<file path="config.mk">
export PLATFORM = sky130hd
export DESIGN_NAME = rom_arbiter
export DESIGN_NICKNAME = d
export VERILOG_FILES = /design/src/rtl/yu_rom_pkg.sv /design/src/rtl/rr_arbiter_2.sv /design/src/rtl/rom_arbiter.sv
export SDC_FILE = /design/constraint.sdc
export NUM_CORES = 1
export LEC_CHECK = 0
export ABC_AREA = 1
export CAP_MARGIN = 10
export CORE_UTILIZATION = 38
export CTS_CLUSTER_DIAMETER = 150
export DETAILED_ROUTE_END_ITERATION = 8
export PLACE_DENSITY = 0.89
export RECOVER_POWER = 25
export SYNTH_ARGS = -nofsm -noshare
export SYNTH_HDL_FRONTEND = slang
export SYNTH_SLANG_ARGS = --single-unit
</file>
<file path="constraint.sdc">
create_clock -name clk -period 5.5 [get_ports clk]
set_input_delay 1.65 -clock clk [delete_from_list [all_inputs] [get_ports clk]]
set_output_delay 1.65 -clock clk [all_outputs]
set_load 0.005 [all_outputs]
</file>
<file path="src/rtl/yu_rom_pkg.sv">
// yu_rom_pkg: shared types, port indices and the address check for the ROM arbiter
package yu_rom_pkg;

    typedef enum logic {IDLE, HOLD} rsp_state_t;

    localparam int PORT_IFU = 0;
    localparam int PORT_LSU = 1;

    // Misaligned word access or word index beyond the populated ROM
    function automatic logic rom_addr_err(input logic [63:0] addr, input logic [63:0] size);
        return (addr[1:0] != 2'b00) || ((addr >> 2) >= size);
    endfunction

endpackage

</file>
<file path="src/rtl/rr_arbiter_2.sv">
// rr_arbiter_2: two-way round-robin arbiter; the pointer names the preferred port on a tie
module rr_arbiter_2
    import yu_rom_pkg::*;
(
    input  logic       clk,
    input  logic       rst,
    input  logic [1:0] elig,
    input  logic       adv,
    output logic [1:0] gnt
);

    logic ptr_q;
    logic ptr_d;

    // Grant the sole eligible port, or the pointed one on a tie; after a grant prefer the loser
    always_comb begin
        gnt[PORT_IFU] = elig[PORT_IFU] & (~elig[PORT_LSU] | ~ptr_q);
        gnt[PORT_LSU] = elig[PORT_LSU] & (~elig[PORT_IFU] | ptr_q);
        ptr_d         = adv ? gnt[PORT_IFU] : ptr_q;
    end

    // Pointer register, port 0 preferred out of reset
    always_ff @(posedge clk or posedge rst) begin
        if (rst) ptr_q <= 1'b0;
        else     ptr_q <= ptr_d;
    end

endmodule

</file>
<file path="src/rtl/rom_arbiter.sv">
// rom_arbiter: shares one combinational ROM between fetch and load ports with registered responses
module rom_arbiter
    import yu_rom_pkg::*;
#(
    parameter int ADDR_WIDTH = 32,
    parameter int DATA_WIDTH = 32,
    parameter int ROM_SIZE   = 64
) (
    input  logic                  clk,
    input  logic                  rst,
    input  logic                  m0_req_valid,
    output logic                  m0_req_ready,
    input  logic [ADDR_WIDTH-1:0] m0_req_addr,
    output logic                  m0_rsp_valid,
    input  logic                  m0_rsp_ready,
    output logic [DATA_WIDTH-1:0] m0_rsp_data,
    output logic                  m0_rsp_err,
    input  logic                  m1_req_valid,
    output logic                  m1_req_ready,
    input  logic [ADDR_WIDTH-1:0] m1_req_addr,
    output logic                  m1_rsp_valid,
    input  logic                  m1_rsp_ready,
    output logic [DATA_WIDTH-1:0] m1_rsp_data,
    output logic                  m1_rsp_err,
    output logic [ADDR_WIDTH-1:0] rom_addr,
    input  logic [DATA_WIDTH-1:0] rom_data
);

    logic [1:0]            req_valid;
    logic [1:0]            rsp_ready;
    logic [1:0]            elig;
    logic [1:0]            gnt;
    logic [ADDR_WIDTH-1:0] req_addr [2];
    logic                  rom_err;
    rsp_state_t            state_q  [2];
    rsp_state_t            state_d  [2];
    logic [DATA_WIDTH-1:0] data_q   [2];
    logic [DATA_WIDTH-1:0] data_d   [2];
    logic                  err_q    [2];
    logic                  err_d    [2];

    assign req_valid          = {m1_req_valid, m0_req_valid};
    assign rsp_ready          = {m1_rsp_ready, m0_rsp_ready};
    assign req_addr[PORT_IFU] = m0_req_addr;
    assign req_addr[PORT_LSU] = m1_req_addr;

    // A port may compete only if its buffer is free or being drained this cycle; nothing is granted in reset
    always_comb begin
        elig = '0;
        for (int i = 0; i < 2; i++)
            elig[i] = ~rst & req_valid[i] & ((state_q[i] == IDLE) | rsp_ready[i]);
    end

    rr_arbiter_2 u_arb (
        .clk  (clk),
        .rst  (rst),
        .elig (elig),
        .adv  (|gnt),
        .gnt  (gnt)
    );

    // Route the winner's address to the ROM and classify it
    always_comb begin
        rom_addr = gnt[PORT_IFU] ? req_addr[PORT_IFU] : gnt[PORT_LSU] ? req_addr[PORT_LSU] : '0;
        rom_err  = rom_addr_err(64'(rom_addr), 64'(ROM_SIZE));
    end

    // Per-port buffer: capture on grant, free on consume, otherwise hold the response stable
    always_comb begin
        for (int i = 0; i < 2; i++) begin
            state_d[i] = gnt[i] ? HOLD : rsp_ready[i] ? IDLE : state_q[i];
            data_d[i]  = gnt[i] ? (rom_err ? '0 : rom_data) : data_q[i];
            err_d[i]   = gnt[i] ? rom_err : err_q[i];
        end
    end

    // Response FSM and its registered outputs
    always_ff @(posedge clk or posedge rst) begin
        if (rst) begin
            for (int i = 0; i < 2; i++) begin
                state_q[i] <= IDLE;
                data_q[i]  <= '0;
                err_q[i]   <= 1'b0;
            end
        end else begin
            for (int i = 0; i < 2; i++) begin
                state_q[i] <= state_d[i];
                data_q[i]  <= data_d[i];
                err_q[i]   <= err_d[i];
            end
        end
    end

    assign m0_req_ready = gnt[PORT_IFU];
    assign m1_req_ready = gnt[PORT_LSU];
    assign m0_rsp_valid = state_q[PORT_IFU] == HOLD;
    assign m1_rsp_valid = state_q[PORT_LSU] == HOLD;
    assign m0_rsp_data  = data_q[PORT_IFU];
    assign m1_rsp_data  = data_q[PORT_LSU];
    assign m0_rsp_err   = err_q[PORT_IFU];
    assign m1_rsp_err   = err_q[PORT_LSU];

endmodule

</file>
==> impl_metrics.env <==
export IMPL_outcome="complete, but fails checks"
export IMPL_violations="max-capacitance violations, max-slew violations"
export IMPL_clock_latency_ps=340
export IMPL_fin_nets=739
export IMPL_setup_viol=0
export IMPL_vias_per_cell=5.01
export IMPL_area_growth_syn_to_layout_pct=65.3
export IMPL_wl_um=11900
export IMPL_fin_skew_ps=11.8
export IMPL_avgSynthCellArea_um2=8.12
export IMPL_synth_seq_cells=69
export IMPL_grt_first_pass_wirelength_um=19000
export IMPL_gp_congestion=0.820
export IMPL_portBuffers=203
export IMPL_core_area_um2=8890
export IMPL_critPathArrivalTime_ps=3660
export IMPL_min_period_ps=5310
export IMPL_syn_nets=539
export IMPL_ir_drop_v=0.000172
export IMPL_rows=34
export IMPL_setup_tns_ps=0
export IMPL_chipHeight_um=98.6
export IMPL_cts_root_buffer="clkbuf_8"
export IMPL_post_dp_hpwl_um=8890
export IMPL_startpoint_type="primary input"
export IMPL_tightest_slew_ps=1880
export IMPL_critPathKind="in -> out"
export IMPL_grt_max_degree=43
export IMPL_hold_path_class="reg -> reg"
export IMPL_drive_gt1_frac=0.107
export IMPL_post_cts_resize_count=0
export IMPL_endpoint_kind="output pin"
export IMPL_fmax_mhz=188
export IMPL_ant_nets=0
export IMPL_cts_sinks=69
export IMPL_first_pass_iters=4
export IMPL_cp_slowest_cell="clkdlybuf4s50_1"
export IMPL_report_final_slew_viol_count=70
export IMPL_power_frac_seq=0.412
export IMPL_overflow=0
export IMPL_path_max_fanout=11
export IMPL_wl_per_cell_um=15.8
export IMPL_p_int_mw=0.944
export IMPL_crit_top_cell="clkdlybuf4s50_1"
export IMPL_final_hold_viol_count=0
export IMPL_multi_input_area_um2=1540
export IMPL_final_common_cell="clkdlybuf4s50_1"
export IMPL_clkTransAtPathRegs_ps=70
export IMPL_synth_cell_area_um2=3550
export IMPL_cts_tree="done"
export IMPL_postCtsHoldBufs=0
export IMPL_grt_use_total=0.252
export IMPL_p_leak_nw=2.82
export IMPL_synth_warnings=0
export IMPL_fillers=703
export IMPL_yosysTopAreaCell="dfrtp_1"
export IMPL_die_w_um=98.6
export IMPL_instances_no_fill=750
export IMPL_num_vias=3755
export IMPL_drt_iter0_markers=106
export IMPL_htree_num_levels=3
export IMPL_synth_area_leaders="dfrtp_1 (49%), nand2_1 (17%), nand3_1 (12%)"
export IMPL_drc=0
export IMPL_p_sw_frac=0.261
export IMPL_cp_required_ps=3850
export IMPL_syn_instance_count=437
export IMPL_clockBufferDepth=2
export IMPL_fin_crit_sh=0.966
export IMPL_path_cells="clkdlybuf4s50_1 -> inv_2 -> nand2_1 -> nor2_1 -> nand2_2 -> inv_1 -> a22o_1 -> clkdlybuf4s50_1"
export IMPL_cts_made_buffers=9
export IMPL_diodes=0
export IMPL_die_area_um2=9730
export IMPL_initial_utilization=0.399
export IMPL_maxCapViolCount=2
export IMPL_final_cell_mix="clkdlybuf4s50_1 (203), nand2_1 (165), nand3_1 (83)"
export IMPL_seq_area_frac_synth=0.487
export IMPL_ys_types=20
export IMPL_final_util=0.660
export IMPL_placed_cells=734
export IMPL_clkPwrFrac=0.376
export IMPL_io_pins=204
export IMPL_grt_pass1_vias=3781
export IMPL_powerDensity_nw_per_um2=218
export IMPL_netlist_area_leader_share=0.487
export IMPL_rsz0062_at_grt="false"
export IMPL_power_switching_mw=0.333
export IMPL_antenna_found_initial=0
export IMPL_slowest_delay_ps=500
export IMPL_p_comb_frac=0.212
export IMPL_slew_headroom=-0.256
export IMPL_post_cts_repair_setup_buffers=0
export IMPL_regArea_um2=1730
## path summary, 6_finish.rpt
kind | startpoint | to | slack (ps) | cells after the start
min in group asynchronous | rst | u_arb.ptr_q | 1600 | 2
max | rst | rom_addr[4] | 190 | 8
min | m1_rsp_data[16] | m1_rsp_data[16] | 480 | 2
max in group asynchronous | rst | m1_rsp_data[16] | 1930 | 3
max reg2reg | u_arb.ptr_q | m1_rsp_data[6] | 3090 | 13
min reg2reg | m1_rsp_data[16] | m1_rsp_data[16] | 480 | 2
## power groups by stage
stage / Sequential, mW / Combinational [mW] / Clock [mW]
after detailed placement: 0.536 / 0.272 / 0
final: 0.526 / 0.271 / 0.480
after CTS: 0.526 / 0.273 / 0.487
after global routing: 0.527 / 0.292 / 0.516
after global placement: 0.535 / 0.266 / 0
after floorplan: 0.535 / 0.104 / 0
## metrics by stage
step / hold slack, ps / cell area (um2) / total power, mW / setup slack, ps
final: 483 / 5870 / 1.28 / 186
after detailed placement: 464 / 5640 / 0.807 / 170
after global routing: 505 / 5870 / 1.33 / 94.2
after global placement: 462 / 5640 / 0.800 / 252
after floorplan: 473 / 3550 / 0.640 / 260
after CTS: 485 / 5870 / 1.29 / 177
## worst max-delay path, delay by kind of cell
kind / cells / cell delay, ps
buf+inv: 4 / 1480
simple gates: 3 / 300
compound gates: 1 / 230
## cells in the mapped netlist
cell type and count:
a22o_1 6, buf_2 10, buf_4 2, buf_6 6, buf_8 2, clkbuf_1 10, dfrtp_1 69, inv_1 19
inv_2 4, nand2_1 165, nand2_2 2, nand3_1 83, nand3_2 27, nand3_4 1, nor2_1 17, nor2_2 3
nor2_4 1, o21ai_0 3, o21ai_1 6, o21ai_2 1
## cell type report
type	count	share of cell area
clock buffers	11	0.0258
multi-input cells	315	0.263
flip-flops and latches	69	0.294
clock inverters	5	0.0139
well taps	108	0.0230
inverters	23	0.0147
repair buffers	219	0.366
## per-layer routing
metal  routed length (um)  up-vias  global-route usage
met2                 6000      169               0.461
li1                     -     1808                   -
met5                    0        -                   0
met4                  180        0              0.0781
met1                 4680     1763               0.282
met3                 1020       15              0.0759
## cell families (layout without fill, tap and decap cells)
kind of cell    Yosys count  count (layout)  share of synthesized area
buf+inv                  53             258                     0.0807
compound gates           16              16                     0.0300
flops                    69              69                      0.487
simple gates            299             299                      0.403
## registers in the layout, summed over array words and instances (netlist names)
register      flops
m0_rsp_data      32
m1_rsp_data      32
m1_rsp_valid      1
m0_rsp_valid      1
u_arb.ptr_q       1
m1_rsp_err        1
m0_rsp_err        1
No activity file was read; power rests on OpenSTA's default activity.
